===== src/rtl/ysyx_23060208_lsu_if.sv =====
// AXI4 single-beat master/slave bundle used between the LSU and memory.
// One instance carries all five channels; the LSU takes the master view.
interface ysyx_23060208_lsu_if #(
  parameter int XLEN   = 32,
  parameter int AXI_DW = 64,
  parameter int ID_W   = 4
);
  logic                  awvalid;
  logic                  awready;
  logic [XLEN-1:0]       awaddr;
  logic [ID_W-1:0]       awid;
  logic [7:0]            awlen;
  logic [2:0]            awsize;
  logic [1:0]            awburst;

  logic                  wvalid;
  logic                  wready;
  logic [AXI_DW-1:0]     wdata;
  logic [AXI_DW/8-1:0]   wstrb;
  logic                  wlast;

  logic                  bvalid;
  logic                  bready;
  logic [1:0]            bresp;
  logic [ID_W-1:0]       bid;

  logic                  arvalid;
  logic                  arready;
  logic [XLEN-1:0]       araddr;
  logic [ID_W-1:0]       arid;
  logic [7:0]            arlen;
  logic [2:0]            arsize;
  logic [1:0]            arburst;

  logic                  rvalid;
  logic                  rready;
  logic [AXI_DW-1:0]     rdata;
  logic [1:0]            rresp;
  logic                  rlast;
  logic [ID_W-1:0]       rid;

  modport master (
    output awvalid, awaddr, awid, awlen, awsize, awburst,
    input  awready,
    output wvalid, wdata, wstrb, wlast,
    input  wready,
    input  bvalid, bresp, bid,
    output bready,
    output arvalid, araddr, arid, arlen, arsize, arburst,
    input  arready,
    input  rvalid, rdata, rresp, rlast, rid,
    output rready
  );

  modport slave (
    input  awvalid, awaddr, awid, awlen, awsize, awburst,
    output awready,
    input  wvalid, wdata, wstrb, wlast,
    output wready,
    output bvalid, bresp, bid,
    input  bready,
    input  arvalid, araddr, arid, arlen, arsize, arburst,
    output arready,
    output rvalid, rdata, rresp, rlast, rid,
    input  rready
  );
endinterface


===== src/rtl/ysyx_23060208_lsu.sv =====
// Single-outstanding load/store unit: takes one EXU request, issues one AXI4
// beat with lane alignment and ID tagging, returns one registered response.
module ysyx_23060208_lsu #(
  parameter int XLEN    = 32,
  parameter int AXI_DW  = 64,
  parameter int ID_W    = 4,
  parameter int TIMEOUT = 1023
) (
  input  logic                  clock,
  input  logic                  reset,

  input  logic                  req_valid_i,
  output logic                  req_ready_o,
  input  logic                  req_we_i,
  input  logic [1:0]            req_size_i,
  input  logic                  req_unsigned_i,
  input  logic [XLEN-1:0]       req_addr_i,
  input  logic [XLEN-1:0]       req_wdata_i,

  output logic                  resp_valid_o,
  input  logic                  resp_ready_i,
  output logic [XLEN-1:0]       resp_rdata_o,
  output logic [1:0]            resp_err_o,

  ysyx_23060208_lsu_if.master   m_axi
);

  localparam int STRB_W = AXI_DW / 8;
  localparam int OFF_W  = $clog2(STRB_W);
  localparam int CNT_W  = (TIMEOUT < 2) ? 1 : $clog2(TIMEOUT + 1);

  localparam logic [1:0] ERR_OK    = 2'b00;
  localparam logic [1:0] ERR_ALIGN = 2'b01;
  localparam logic [1:0] ERR_BUS   = 2'b10;
  localparam logic [1:0] ERR_TMO   = 2'b11;

  typedef enum logic [2:0] {
    S_IDLE   = 3'd0,
    S_AR     = 3'd1,
    S_R_WAIT = 3'd2,
    S_AW_W   = 3'd3,
    S_B_WAIT = 3'd4,
    S_RESP   = 3'd5
  } state_e;

  state_e               state_q;
  logic [ID_W-1:0]      txn_id_q;
  logic [ID_W-1:0]      id_q;
  logic [CNT_W-1:0]     cnt_q;
  logic [XLEN-1:0]      addr_q;
  logic [1:0]           size_q;
  logic                 uns_q;
  logic [AXI_DW-1:0]    wdata_q;
  logic [STRB_W-1:0]    wstrb_q;
  logic                 arvalid_q;
  logic                 awvalid_q;
  logic                 wvalid_q;
  logic                 aw_done_q;
  logic                 w_done_q;
  logic                 resp_valid_q;
  logic [XLEN-1:0]      resp_rdata_q;
  logic [1:0]           resp_err_q;

  logic                 misaligned_s;
  logic                 ar_hs_s;
  logic                 aw_hs_s;
  logic                 w_hs_s;
  logic                 r_match_s;
  logic                 b_match_s;
  logic                 timeout_hit_s;
  logic [CNT_W:0]       cnt_inc_s;
  logic                 unused_s;

  // Byte-enable mask for the access size, moved onto its lanes.
  function automatic logic [STRB_W-1:0] lane_strb(input logic [1:0] size,
                                                  input logic [OFF_W-1:0] off);
    logic [STRB_W-1:0] mask;
    case (size)
      2'd0:    mask = STRB_W'(4'h1);
      2'd1:    mask = STRB_W'(4'h3);
      default: mask = STRB_W'(4'hF);
    endcase
    return mask << off;
  endfunction

  // Pull the addressed lanes down to bit 0 and sign/zero-extend by size.
  function automatic logic [XLEN-1:0] extend_load(input logic [AXI_DW-1:0] beat,
                                                  input logic [OFF_W-1:0]  off,
                                                  input logic [1:0]        size,
                                                  input logic              uns);
    logic [XLEN-1:0] low;
    logic [XLEN-1:0] ext;
    low = XLEN'(beat >> {off, 3'b000});
    case (size)
      2'd0:    ext = uns ? {{(XLEN-8){1'b0}}, low[7:0]}
                         : {{(XLEN-8){low[7]}}, low[7:0]};
      2'd1:    ext = uns ? {{(XLEN-16){1'b0}}, low[15:0]}
                         : {{(XLEN-16){low[15]}}, low[15:0]};
      default: ext = low;
    endcase
    return ext;
  endfunction

  // Request alignment check against the natural boundary of its size.
  always_comb begin
    misaligned_s = 1'b0;
    case (req_size_i)
      2'd0:    misaligned_s = 1'b0;
      2'd1:    misaligned_s = req_addr_i[0];
      default: misaligned_s = |req_addr_i[1:0];
    endcase
  end

  // Channel handshakes, ID matching and the timeout comparison.
  always_comb begin
    ar_hs_s       = arvalid_q & m_axi.arready;
    aw_hs_s       = awvalid_q & m_axi.awready;
    w_hs_s        = wvalid_q  & m_axi.wready;
    r_match_s     = m_axi.rvalid & (m_axi.rid == id_q);
    b_match_s     = m_axi.bvalid & (m_axi.bid == id_q);
    cnt_inc_s     = {1'b0, cnt_q} + (CNT_W+1)'(1);
    timeout_hit_s = (TIMEOUT != 0) && (cnt_inc_s == (CNT_W+1)'(TIMEOUT));
  end

  // Main FSM: state, transaction bookkeeping and every registered output.
  always_ff @(posedge clock) begin
    if (reset) begin
      state_q      <= S_IDLE;
      txn_id_q     <= {ID_W{1'b0}};
      id_q         <= {ID_W{1'b0}};
      cnt_q        <= {CNT_W{1'b0}};
      addr_q       <= {XLEN{1'b0}};
      size_q       <= 2'b00;
      uns_q        <= 1'b0;
      wdata_q      <= {AXI_DW{1'b0}};
      wstrb_q      <= {STRB_W{1'b0}};
      arvalid_q    <= 1'b0;
      awvalid_q    <= 1'b0;
      wvalid_q     <= 1'b0;
      aw_done_q    <= 1'b0;
      w_done_q     <= 1'b0;
      resp_valid_q <= 1'b0;
      resp_rdata_q <= {XLEN{1'b0}};
      resp_err_q   <= ERR_OK;
    end else begin
      case (state_q)
        S_IDLE: begin
          if (req_valid_i) begin
            addr_q  <= req_addr_i;
            size_q  <= req_size_i;
            uns_q   <= req_unsigned_i;
            wdata_q <= AXI_DW'(req_wdata_i) << {req_addr_i[OFF_W-1:0], 3'b000};
            wstrb_q <= lane_strb(req_size_i, req_addr_i[OFF_W-1:0]);
            if (misaligned_s) begin
              // Misaligned accesses never reach the bus and burn no ID.
              state_q      <= S_RESP;
              resp_valid_q <= 1'b1;
              resp_rdata_q <= {XLEN{1'b0}};
              resp_err_q   <= ERR_ALIGN;
            end else begin
              id_q     <= txn_id_q;
              txn_id_q <= txn_id_q + ID_W'(1);
              if (req_we_i) begin
                state_q   <= S_AW_W;
                awvalid_q <= 1'b1;
                wvalid_q  <= 1'b1;
                aw_done_q <= 1'b0;
                w_done_q  <= 1'b0;
              end else begin
                state_q   <= S_AR;
                arvalid_q <= 1'b1;
              end
            end
          end
        end

        S_AR: begin
          if (ar_hs_s) begin
            arvalid_q <= 1'b0;
            cnt_q     <= {CNT_W{1'b0}};
            state_q   <= S_R_WAIT;
          end
        end

        S_R_WAIT: begin
          if (r_match_s) begin
            state_q      <= S_RESP;
            resp_valid_q <= 1'b1;
            resp_err_q   <= m_axi.rresp[1] ? ERR_BUS : ERR_OK;
            resp_rdata_q <= m_axi.rresp[1] ? {XLEN{1'b0}}
                          : extend_load(m_axi.rdata, addr_q[OFF_W-1:0], size_q, uns_q);
          end else if (timeout_hit_s) begin
            state_q      <= S_RESP;
            resp_valid_q <= 1'b1;
            resp_err_q   <= ERR_TMO;
            resp_rdata_q <= {XLEN{1'b0}};
          end else begin
            cnt_q <= cnt_inc_s[CNT_W-1:0];
          end
        end

        S_AW_W: begin
          // AW and W complete independently; either may finish first.
          if (aw_hs_s) begin
            awvalid_q <= 1'b0;
            aw_done_q <= 1'b1;
          end
          if (w_hs_s) begin
            wvalid_q <= 1'b0;
            w_done_q <= 1'b1;
          end
          if ((aw_done_q | aw_hs_s) & (w_done_q | w_hs_s)) begin
            cnt_q   <= {CNT_W{1'b0}};
            state_q <= S_B_WAIT;
          end
        end

        S_B_WAIT: begin
          if (b_match_s) begin
            state_q      <= S_RESP;
            resp_valid_q <= 1'b1;
            resp_err_q   <= m_axi.bresp[1] ? ERR_BUS : ERR_OK;
            resp_rdata_q <= {XLEN{1'b0}};
          end else if (timeout_hit_s) begin
            state_q      <= S_RESP;
            resp_valid_q <= 1'b1;
            resp_err_q   <= ERR_TMO;
            resp_rdata_q <= {XLEN{1'b0}};
          end else begin
            cnt_q <= cnt_inc_s[CNT_W-1:0];
          end
        end

        S_RESP: begin
          if (resp_ready_i) begin
            resp_valid_q <= 1'b0;
            state_q      <= S_IDLE;
          end
        end

        default: begin
          state_q <= S_IDLE;
        end
      endcase
    end
  end

  assign req_ready_o  = (state_q == S_IDLE);
  assign resp_valid_o = resp_valid_q;
  assign resp_rdata_o = resp_rdata_q;
  assign resp_err_o   = resp_err_q;

  assign m_axi.awvalid = awvalid_q;
  assign m_axi.awaddr  = addr_q;
  assign m_axi.awid    = id_q;
  assign m_axi.awlen   = 8'd0;
  assign m_axi.awsize  = {1'b0, size_q};
  assign m_axi.awburst = 2'b01;
  assign m_axi.wvalid  = wvalid_q;
  assign m_axi.wdata   = wdata_q;
  assign m_axi.wstrb   = wstrb_q;
  assign m_axi.wlast   = wvalid_q;

  assign m_axi.arvalid = arvalid_q;
  assign m_axi.araddr  = addr_q;
  assign m_axi.arid    = id_q;
  assign m_axi.arlen   = 8'd0;
  assign m_axi.arsize  = {1'b0, size_q};
  assign m_axi.arburst = 2'b01;

  // Idle drains stale beats; the wait states accept the one being tracked.
  assign m_axi.rready = (state_q == S_IDLE) || (state_q == S_R_WAIT);
  assign m_axi.bready = (state_q == S_IDLE) || (state_q == S_B_WAIT);

  assign unused_s = ^{m_axi.rlast, m_axi.rresp[0], m_axi.bresp[0]};

endmodule

===== src/flat_wrapper.sv =====
// flat-port wrapper written by rule: the top's interface ports become plain ports
module ysyx_23060208_lsu_flat 
#(
  parameter int XLEN    = 32,
  parameter int AXI_DW  = 64,
  parameter int ID_W    = 4,
  parameter int TIMEOUT = 1023
)
  (clock, reset, req_valid_i, req_ready_o, req_we_i, req_size_i, req_unsigned_i, req_addr_i, req_wdata_i, resp_valid_o, resp_ready_i, resp_rdata_o, resp_err_o, m_axi_awvalid, m_axi_awaddr, m_axi_awid, m_axi_awlen, m_axi_awsize, m_axi_awburst, m_axi_awready, m_axi_wvalid, m_axi_wdata, m_axi_wstrb, m_axi_wlast, m_axi_wready, m_axi_bvalid, m_axi_bresp, m_axi_bid, m_axi_bready, m_axi_arvalid, m_axi_araddr, m_axi_arid, m_axi_arlen, m_axi_arsize, m_axi_arburst, m_axi_arready, m_axi_rvalid, m_axi_rdata, m_axi_rresp, m_axi_rlast, m_axi_rid, m_axi_rready);
  ysyx_23060208_lsu_if #(.XLEN(XLEN), .AXI_DW(AXI_DW), .ID_W(ID_W)) m_axi_i ();
  input  logic clock;
  input  logic reset;
  input  logic req_valid_i;
  output logic req_ready_o;
  input  logic req_we_i;
  input  logic [1:0] req_size_i;
  input  logic req_unsigned_i;
  input  logic [XLEN-1:0] req_addr_i;
  input  logic [XLEN-1:0] req_wdata_i;
  output logic resp_valid_o;
  input  logic resp_ready_i;
  output logic [XLEN-1:0] resp_rdata_o;
  output logic [1:0] resp_err_o;
  output wire logic [$bits(m_axi_i.awvalid)-1:0] m_axi_awvalid;
  output wire logic [$bits(m_axi_i.awaddr)-1:0] m_axi_awaddr;
  output wire logic [$bits(m_axi_i.awid)-1:0] m_axi_awid;
  output wire logic [$bits(m_axi_i.awlen)-1:0] m_axi_awlen;
  output wire logic [$bits(m_axi_i.awsize)-1:0] m_axi_awsize;
  output wire logic [$bits(m_axi_i.awburst)-1:0] m_axi_awburst;
  input wire logic [$bits(m_axi_i.awready)-1:0] m_axi_awready;
  output wire logic [$bits(m_axi_i.wvalid)-1:0] m_axi_wvalid;
  output wire logic [$bits(m_axi_i.wdata)-1:0] m_axi_wdata;
  output wire logic [$bits(m_axi_i.wstrb)-1:0] m_axi_wstrb;
  output wire logic [$bits(m_axi_i.wlast)-1:0] m_axi_wlast;
  input wire logic [$bits(m_axi_i.wready)-1:0] m_axi_wready;
  input wire logic [$bits(m_axi_i.bvalid)-1:0] m_axi_bvalid;
  input wire logic [$bits(m_axi_i.bresp)-1:0] m_axi_bresp;
  input wire logic [$bits(m_axi_i.bid)-1:0] m_axi_bid;
  output wire logic [$bits(m_axi_i.bready)-1:0] m_axi_bready;
  output wire logic [$bits(m_axi_i.arvalid)-1:0] m_axi_arvalid;
  output wire logic [$bits(m_axi_i.araddr)-1:0] m_axi_araddr;
  output wire logic [$bits(m_axi_i.arid)-1:0] m_axi_arid;
  output wire logic [$bits(m_axi_i.arlen)-1:0] m_axi_arlen;
  output wire logic [$bits(m_axi_i.arsize)-1:0] m_axi_arsize;
  output wire logic [$bits(m_axi_i.arburst)-1:0] m_axi_arburst;
  input wire logic [$bits(m_axi_i.arready)-1:0] m_axi_arready;
  input wire logic [$bits(m_axi_i.rvalid)-1:0] m_axi_rvalid;
  input wire logic [$bits(m_axi_i.rdata)-1:0] m_axi_rdata;
  input wire logic [$bits(m_axi_i.rresp)-1:0] m_axi_rresp;
  input wire logic [$bits(m_axi_i.rlast)-1:0] m_axi_rlast;
  input wire logic [$bits(m_axi_i.rid)-1:0] m_axi_rid;
  output wire logic [$bits(m_axi_i.rready)-1:0] m_axi_rready;
  assign m_axi_awvalid = m_axi_i.awvalid;
  assign m_axi_awaddr = m_axi_i.awaddr;
  assign m_axi_awid = m_axi_i.awid;
  assign m_axi_awlen = m_axi_i.awlen;
  assign m_axi_awsize = m_axi_i.awsize;
  assign m_axi_awburst = m_axi_i.awburst;
  assign m_axi_i.awready = m_axi_awready;
  assign m_axi_wvalid = m_axi_i.wvalid;
  assign m_axi_wdata = m_axi_i.wdata;
  assign m_axi_wstrb = m_axi_i.wstrb;
  assign m_axi_wlast = m_axi_i.wlast;
  assign m_axi_i.wready = m_axi_wready;
  assign m_axi_i.bvalid = m_axi_bvalid;
  assign m_axi_i.bresp = m_axi_bresp;
  assign m_axi_i.bid = m_axi_bid;
  assign m_axi_bready = m_axi_i.bready;
  assign m_axi_arvalid = m_axi_i.arvalid;
  assign m_axi_araddr = m_axi_i.araddr;
  assign m_axi_arid = m_axi_i.arid;
  assign m_axi_arlen = m_axi_i.arlen;
  assign m_axi_arsize = m_axi_i.arsize;
  assign m_axi_arburst = m_axi_i.arburst;
  assign m_axi_i.arready = m_axi_arready;
  assign m_axi_i.rvalid = m_axi_rvalid;
  assign m_axi_i.rdata = m_axi_rdata;
  assign m_axi_i.rresp = m_axi_rresp;
  assign m_axi_i.rlast = m_axi_rlast;
  assign m_axi_i.rid = m_axi_rid;
  assign m_axi_rready = m_axi_i.rready;
  ysyx_23060208_lsu #(.XLEN(XLEN), .AXI_DW(AXI_DW), .ID_W(ID_W), .TIMEOUT(TIMEOUT)) u_core (.clock(clock), .reset(reset), .req_valid_i(req_valid_i), .req_ready_o(req_ready_o), .req_we_i(req_we_i), .req_size_i(req_size_i), .req_unsigned_i(req_unsigned_i), .req_addr_i(req_addr_i), .req_wdata_i(req_wdata_i), .resp_valid_o(resp_valid_o), .resp_ready_i(resp_ready_i), .resp_rdata_o(resp_rdata_o), .resp_err_o(resp_err_o), .m_axi(m_axi_i));
endmodule

===== config.mk =====
export PLATFORM = sky130hd
export DESIGN_NAME = ysyx_23060208_lsu_flat
export DESIGN_NICKNAME = d
export VERILOG_FILES = /design/src/rtl/ysyx_23060208_lsu_if.sv /design/src/rtl/ysyx_23060208_lsu.sv /design/src/flat_wrapper.sv
export SDC_FILE = /design/constraint.sdc
export NUM_CORES = 1
export LEC_CHECK = 0
export BUFFER_PORTS_ARGS = -buffer_cell sky130_fd_sc_hd__buf_2
export CORE_AREA = 2 2 144 146
export CTS_CLUSTER_DIAMETER = 60
export DETAILED_ROUTE_END_ITERATION = 10
export DIE_AREA = 0 0 146 148
export GPL_TIMING_DRIVEN = 0
export PLACE_DENSITY = 0.84
export SLEW_MARGIN = 20
export SYNTH_ARGS = -nofsm -noshare
export SYNTH_HDL_FRONTEND = slang
export SYNTH_SLANG_ARGS = --single-unit

===== constraint.sdc =====
create_clock -name clock -period 2.6 [get_ports clock]
set_input_delay 0.52 -clock clock [delete_from_list [all_inputs] [get_ports clock]]
set_output_delay 0.52 -clock clock [all_outputs]
set_load 0.02 [all_outputs]

==> results of run 1 <==
cell usage after synthesis (11+ instances only):
cell type	number	area, µm²
nand2b_1	13	81.3
a221oi_1	22	193
a22oi_1	32	240
dfxtp_1	168	3360
and2_1	13	81.3
mux2i_1	58	581
a22o_1	26	228
a21oi_1	79	395
o2bb2ai_1	13	114
buf_1	14	52.6
nand2_1	129	484
nor2b_1	11	68.8
clkbuf_1	53	199
inv_1	11	41.3
o21ai_0	32	160
buf_4	63	473
nor2_1	96	360
nand3_1	17	85.1
mux4_2	16	360
mux2_2	39	439
buf_2	18	90.1
nor3_1	27	135
metal layers:
layer  up-vias  GRT usage  share of wire
met2       598      0.502           0.48
met3        84     0.0750           0.10
met5         -          0              0
li1       4543          -              -
met4         0      0.113          0.035
met1      4665      0.362           0.38
critical path, cell delays in order (launching register included):
cell and delay [ns]:
dfxtp_1 0.53, mux4_1 0.61, mux2i_1 0.27, or4_1 0.15, buf_2 0.20, o311ai_2 0.16, and2_1 0.20, buf_6 0.16
a22o_1 0.18
cells by family (layout without fill, tap and decap cells):
kind of cell / after synthesis / count (layout) / share of synthesized area
XOR/XNOR: 11 / 11 / 0.0104
AO/OA/AOI/OAI: 273 / 273 / 0.210
AND/OR/NAND/NOR: 334 / 334 / 0.163
multiplexers: 115 / 115 / 0.155
adder cells (fa/ha/maj): 3 / 3 / 0.00405
flip-flops: 168 / 168 / 0.363
buffers and inverters: 161 / 531 / 0.0939
other: 2 / 22 / 0.000810
stage by stage:
stage	power [mW]	cell area, µm²	worst slack [ns]	hold WS [ns]
floorplan	6.29	9350	0.420	0.440
global placement	7.70	11400	-0.0601	0.439
detailed placement	7.77	11400	-0.149	0.443
CTS	10.4	12000	0.0163	0.308
global route	10.9	12000	0.00404	0.315
finish	10.4	12000	0.0396	0.316
area by class of cell:
type	instances	area, µm²
clock buffers	22	484
inverters	12	45.0
flip-flops and latches	168	3360
plain buffers	149	831
repair buffers	338	1690
fillers	1801	8010
multi-input cells	758	5170
clock inverters	10	105
well taps	270	338
sequential cells by signal (all words and copies together) (netlist names):
register              cells
u_core.resp_valid_o       1
u_core.uns_q              1
u_core.aw_done_q          1
u_core.m_axi.wstrb        8
u_core.m_axi.araddr      32
u_core.m_axi.arvalid      1
u_core.cnt_q             10
u_core.size_q             2
u_core.m_axi.arid         4
u_core.state_q            3
u_core.m_axi.wdata       64
u_core.m_axi.wlast        1
u_core.resp_err_o         2
u_core.m_axi.awvalid      1
u_core.txn_id_q           4
u_core.resp_rdata_o      32
u_core.w_done_q           1
layout by cell type (no fill, tap or decap), drive strengths merged, types with 4 or more instances in the layout:
cell type and count:
a211oi 9, a21oi 81, a221oi 22, a222oi 8
a22o 26, a22oi 32, a31oi 6, and2 13
and3 5, buf 433, clkbuf 76, conb 22
dfxtp 168, inv 17, mux2 39, mux2i 58
mux4 18, nand2 129, nand2b 13, nand3 18
nor2 96, nor2b 11, nor3 29, nor4 5
o211ai 5, o21ai 34, o221a 4, o2bb2ai 13
o311ai 4, o31ai 7, o32ai 4, xnor2 6
xor2 5
power breakdown:
part / internal (mW) / switching [mW]
Combinational: 1.63 / 3.02
Clock: 1.44 / 1.13
Sequential: 2.94 / 0.259
Total: 6.01 / 4.42
path summary, 6_finish.rpt:
path,endpoint,slack [ns],startpoint,cells after the start
max,u_core.resp_rdata_o[23]$_SDFFE_PP0P_,0.04,u_core.m_axi.araddr[0]$_SDFFE_PP0P_,8
min,u_core.m_axi.araddr[12]$_SDFFE_PP0P_,0.32,req_addr_i[12],3
max reg2reg,u_core.resp_rdata_o[23]$_SDFFE_PP0P_,0.04,u_core.m_axi.araddr[0]$_SDFFE_PP0P_,8
min reg2reg,u_core.resp_rdata_o[4]$_SDFFE_PP0P_,0.46,u_core.resp_rdata_o[4]$_SDFFE_PP0P_,1
repair_timing:
item / CTS / global route
buffers inserted: 0 / 0
setup endpoints to repair: 13 / 95
hold endpoints to repair: 0 / 0
gates resized for setup: 3 / 11
==> out/qor.yml, run 1 <==
status: "completed"
placementRows: 52
drcViolationCount: 0
cts_tree: "yes"
syn_avg_cell_area_um2: 8.69
cts_buffers: 17
grt_max_degree: 17
wl_per_cell_um: 19.5
synth_area_um2: 9270
worstPathArrival_ns: 2.88
n_antenna_cell: 0
cp-end-kind: "flip-flop"
fin_crit_ns: 2.56
maxSlewHeadroom: 0.515
gp_congestion: 0.945
ys_seq_area_frac: 0.363
synthFlopType: "dfxtp_1"
num_vias: 9890
grt_pass1_wl_um: 50500
syn_inst: 1067
routed_wl_um: 33700
cp-start-kind: "flip-flop"
clk_latency_ns: 0.43
clock_skew_ns: 0.0141
fin_util: 0.600
pin_count: 366
grt_pass1_vias: 9311
hold_buffers: 0
path_clk_slew_ns: 0.07
critical_path_class: "reg -> reg"
max_freq_mhz: 391
finalSetupViolCount: 0
fp.coreArea_um2: 20000
die_h_um: 148
first_pass_iters: 9
crit_required_ns: 2.92
gr-total-overflow: 0
hold_viol_final: 0
dp_hpwl_um: 25300
cap_violations: 0
die_area_um2: 21600
p_per_area_nw_per_um2: 867
finalCritPeriodShare: 0.985
finalSetupTns_ns: 0
cts_root_buffer: "clkbuf_16"
drive_above_1_share: 0.368
worst_pin_slew_ns: 0.728
rsz0062_at_grt: "false"
synth_edf_count: 0
die_w_um: 146
p_leak_nw: 5.32
numPortBuffers: 338
nNetsFinal: 1601
final_cells: 1727
drt_iter0_drc: 848
async_reset_ff_frac: 0
cts_buffer_depth: 2
drtAntennaViolNets: 0
place_inst: 1695
syn_to_final_growth_pct: 29.7
min_path_type: "in -> reg"
htreeDepth: 4
track_usage: 0.295
worstPathMaxFanout: 10
synth_cell_types: 70
start_util: 0.463
via_per_inst: 5.73
synth-seq-cells: 168
ir_drop_mv: 0.481
clkSinkCount: 168
antenna_found_initial: 0
yosys_warnings: 0
drv_slew: 0
(Power assumes the default switching activity.)
==> run 2, diff against run 1 <==
--- a/config.mk
+++ b/config.mk
@@ -6,12 +6,13 @@
 export NUM_CORES = 1
 export LEC_CHECK = 0
 export BUFFER_PORTS_ARGS = -buffer_cell sky130_fd_sc_hd__buf_2
-export CORE_AREA = 2 2 144 146
+export CAP_MARGIN = 20
+export CORE_ASPECT_RATIO = 0.75
+export CORE_MARGIN = 2
+export CORE_UTILIZATION = 50
 export CTS_CLUSTER_DIAMETER = 60
 export DETAILED_ROUTE_END_ITERATION = 10
-export DIE_AREA = 0 0 146 148
-export GPL_TIMING_DRIVEN = 0
-export PLACE_DENSITY = 0.84
+export PLACE_DENSITY = 0.89
 export SLEW_MARGIN = 20
 export SYNTH_ARGS = -nofsm -noshare
 export SYNTH_HDL_FRONTEND = slang
==> run 2 against run 1 <==
Die area down 9.0%. Combinational power down 6.7%. Clock power down 4%. Final cell count down 7.9%. Design area down 4.8%. First-iteration DRC count up 16%. Critical path type unchanged. Critical endpoint is now u_core.resp_rdata_o[26]$_SDFFE_PP0P_.
==> out/qor.yml, run 2 (same netlist as run 1, synthesis figures left out) <==
die_area_um2: 19700  # was 21600 µm²
clkSinkCount: 168  # unchanged
largest_reg_flops: 64  # unchanged
grt_pass1_vias: 8344  # was 9311
gr-total-overflow: 0  # unchanged
finalCritPeriodShare: 0.928  # was 0.985
rsz0062_at_grt: "false"  # unchanged
critical_path_class: "reg -> reg"  # unchanged
drcViolationCount: 0  # unchanged
htreeDepth: 4  # unchanged
post_dp_cell_area_um2: 10900  # was 11400 µm²
cp-start-kind: "flip-flop"  # unchanged
grt_pass1_wl_um: 45600  # was 50500 µm
die_w_um: 161  # was 146 µm
hold_buffers: 0  # unchanged
drtAntennaViolNets: 0  # unchanged
crit_required_ns: 2.91  # was 2.92 ns
pin_count: 366  # unchanged
cts_tree: "yes"  # unchanged
syn_to_final_growth_pct: 23.5  # was 29.7%
fp.coreArea_um2: 18300  # was 20000 µm²
ir_drop_mv: 0.542  # was 0.481 mV
r2r_slack_ns: 0.19  # was 0.04 ns
gp_congestion: 0.975  # was 0.945
antenna_found_initial: 0  # unchanged
combPwrFrac: 0.432  # was 0.446
p_per_area_nw_per_um2: 878  # was 867 nW/µm²
hp-start: "req_addr_i[11]"  # was req_addr_i[12]
num_vias: 9342  # was 9890
numPortBuffers: 340  # was 338
finalSetupTns_ns: 0  # unchanged
finalSetupViolCount: 0  # unchanged
total_power_mw: 10.1  # was 10.4 mW
reg2reg_depth: 6  # was 8
final_cell_mix: "buf_2, dfxtp_1, nand2_1"  # unchanged
drv_slew: 0  # unchanged
final_area_um2: 11500  # was 12000 µm²
path_buf_inv: 0  # was 2
max_stage_delay_ns: 0.57  # was 0.61 ns
path_clk_slew_ns: 0.07  # about the same
worstPathArrival_ns: 2.72  # was 2.88 ns
pwr-share-seq: 0.323  # was 0.307
cts_buffers: 17  # unchanged
p_leak_nw: 4.99  # was 5.32 nW
clkPwrFrac: 0.245  # was 0.247
cts_buffer_depth: 2  # unchanged
r2r-start: "u_core.m_axi.araddr[0]$_SDFFE_PP0P_"  # unchanged
placementRows: 43  # was 52
critPathTopFamily: "multiplexers"  # unchanged
p_int_mw: 5.79  # was 6.01 mW
grt_max_degree: 112  # was 17
post-cts-setup-buffers: 0  # unchanged
nNetsFinal: 1488  # was 1601
status: "completed"  # unchanged
clk_latency_ns: 0.42  # was 0.43 ns
worst_pin_slew_ns: 0.886  # was 0.728 ns
routed_wl_um: 29900  # was 33700 µm
netSwitchingPower_mw: 4.27  # was 4.42 mW
via_per_inst: 5.87  # was 5.73
dp_hpwl_um: 22000  # was 25300 µm
first_pass_iters: 7  # was 9
final_common_cell: "buf_2"  # unchanged
wl_per_cell_um: 18.8  # was 19.5 µm
fin_crit_ns: 2.41  # was 2.56 ns
die_h_um: 122  # was 148 µm
n_antenna_cell: 0  # unchanged
track_usage: 0.294  # was 0.295
clock_skew_ns: 0.0106  # was 0.0141 ns
maxSlewHeadroom: 0.408  # was 0.515
cp-end-kind: "flip-flop"  # unchanged
ctsResizeCount: 0  # was 3
switching_share: 0.425  # was 0.424
whs_endpoint: "u_core.m_axi.araddr[11]$_SDFFE_PP0P_"  # was u_core.m_axi.araddr[12]$_SDFFE_PP0P_
start_util: 0.505  # was 0.463
cap_violations: 0  # unchanged
drt_iter0_drc: 980  # was 848
hold_viol_final: 0  # unchanged
max_freq_mhz: 414  # was 391 MHz
worstPathMaxFanout: 11  # was 10
drive_above_1_share: 0.363  # was 0.368
cts_root_buffer: "clkbuf_16"  # unchanged
holdPathStages: 3  # unchanged
r2r_end: "u_core.resp_rdata_o[26]$_SDFFE_PP0P_"  # was u_core.resp_rdata_o[23]$_SDFFE_PP0P_
path_cells: "mux4_1 > mux2i_1 > or4_1 > o311ai_2 > and2_1 > a22o_1"  # was mux4_1 > mux2i_1 > or4_1 > buf_2 > o311ai_2 > and2_1 > buf_6 > a22o_1
slowest_stage: "mux4_1"  # unchanged
min_path_type: "in -> reg"  # unchanged
==> run 2: cell types whose count changed in the layout (fill, tap and decap cells not counted), sizes merged <==
cell / previous run / this run
buf: 433 / 374
clkinv: 2 / 3
clkbuf: 76 / 19
inv: 17 / 20
bufinv: 1 / 0
==> run 2: power by group through the flow <==
stage	Clock, mW	Sequential, mW	Combinational [mW]
floorplan	0	3.59	2.70
global placement	0	3.28	4.19
detailed placement	0	3.29	4.26
CTS	2.51	3.24	4.29
global route	2.63	3.29	4.67
finish	2.47	3.25	4.34
==> run 2: area by class of cell <==
class,instances,area [µm²]
Fill cell,1556,6890
Multi-Input combinational cell,758,5130
Sequential cell,168,3370
Timing Repair Buffer,374,2020
Clock buffer,19,443
Tap cell,247,309
Clock inverter,13,131
Inverter,12,45.0
==> run 2: routing by layer <==
layer	track usage	up-vias	wire length, µm
met1	0.403	4435	12700
met3	0.0882	51	3250
met4	0.0714	0	535
met2	0.457	533	13400
li1	-	4323	-
met5	0	-	0
==> run 2: how the worst max path moves through the flow <==
| stage | start | end | slack [ns] | cells past startpoint |
|---|---|---|---|---|
| 2_1_floorplan | u_core.m_axi.araddr[0]$_SDFFE_PP0P_ | u_core.resp_rdata_o[25]$_SDFFE_PP0P_ | 0.42 | 8 |
| 3_3_place_gp | m_axi_rdata[55] | u_core.resp_rdata_o[26]$_SDFFE_PP0P_ | 0.17 | 7 |
| 3_5_place_dp | m_axi_rdata[31] | u_core.resp_rdata_o[26]$_SDFFE_PP0P_ | 0.07 | 7 |
| 4_1_cts | u_core.cnt_q[1]$_SDFFE_PP0P_ | u_core.resp_rdata_o[26]$_SDFFE_PP0P_ | 0.08 | 8 |
| 5_1_grt | u_core.cnt_q[1]$_SDFFE_PP0P_ | u_core.resp_rdata_o[26]$_SDFFE_PP0P_ | 0.05 | 8 |
| 6_report | u_core.m_axi.araddr[0]$_SDFFE_PP0P_ | u_core.resp_rdata_o[26]$_SDFFE_PP0P_ | 0.19 | 6 |
==> run 2: worst reg2reg max path: stages, from the launching register on <==
cell and delay [ns]:
dfxtp_2 0.39, mux4_1 0.57, mux2i_1 0.40, or4_1 0.25, o311ai_2 0.13, and2_1 0.28
a22o_1 0.27
==> run 2: metrics by stage <==
stage,cells,utilization,worst slack (ns),hold slack [ns]
6_report,1591,0.624,0.186,0.332
5_1_grt,1591,0.624,0.0548,0.326
3_3_place_gp,1559,0.592,0.171,0.436
3_5_place_dp,1559,0.592,0.0699,0.443
4_1_cts,1591,0.623,0.0842,0.313
2_1_floorplan,1087,-,0.420,0.440
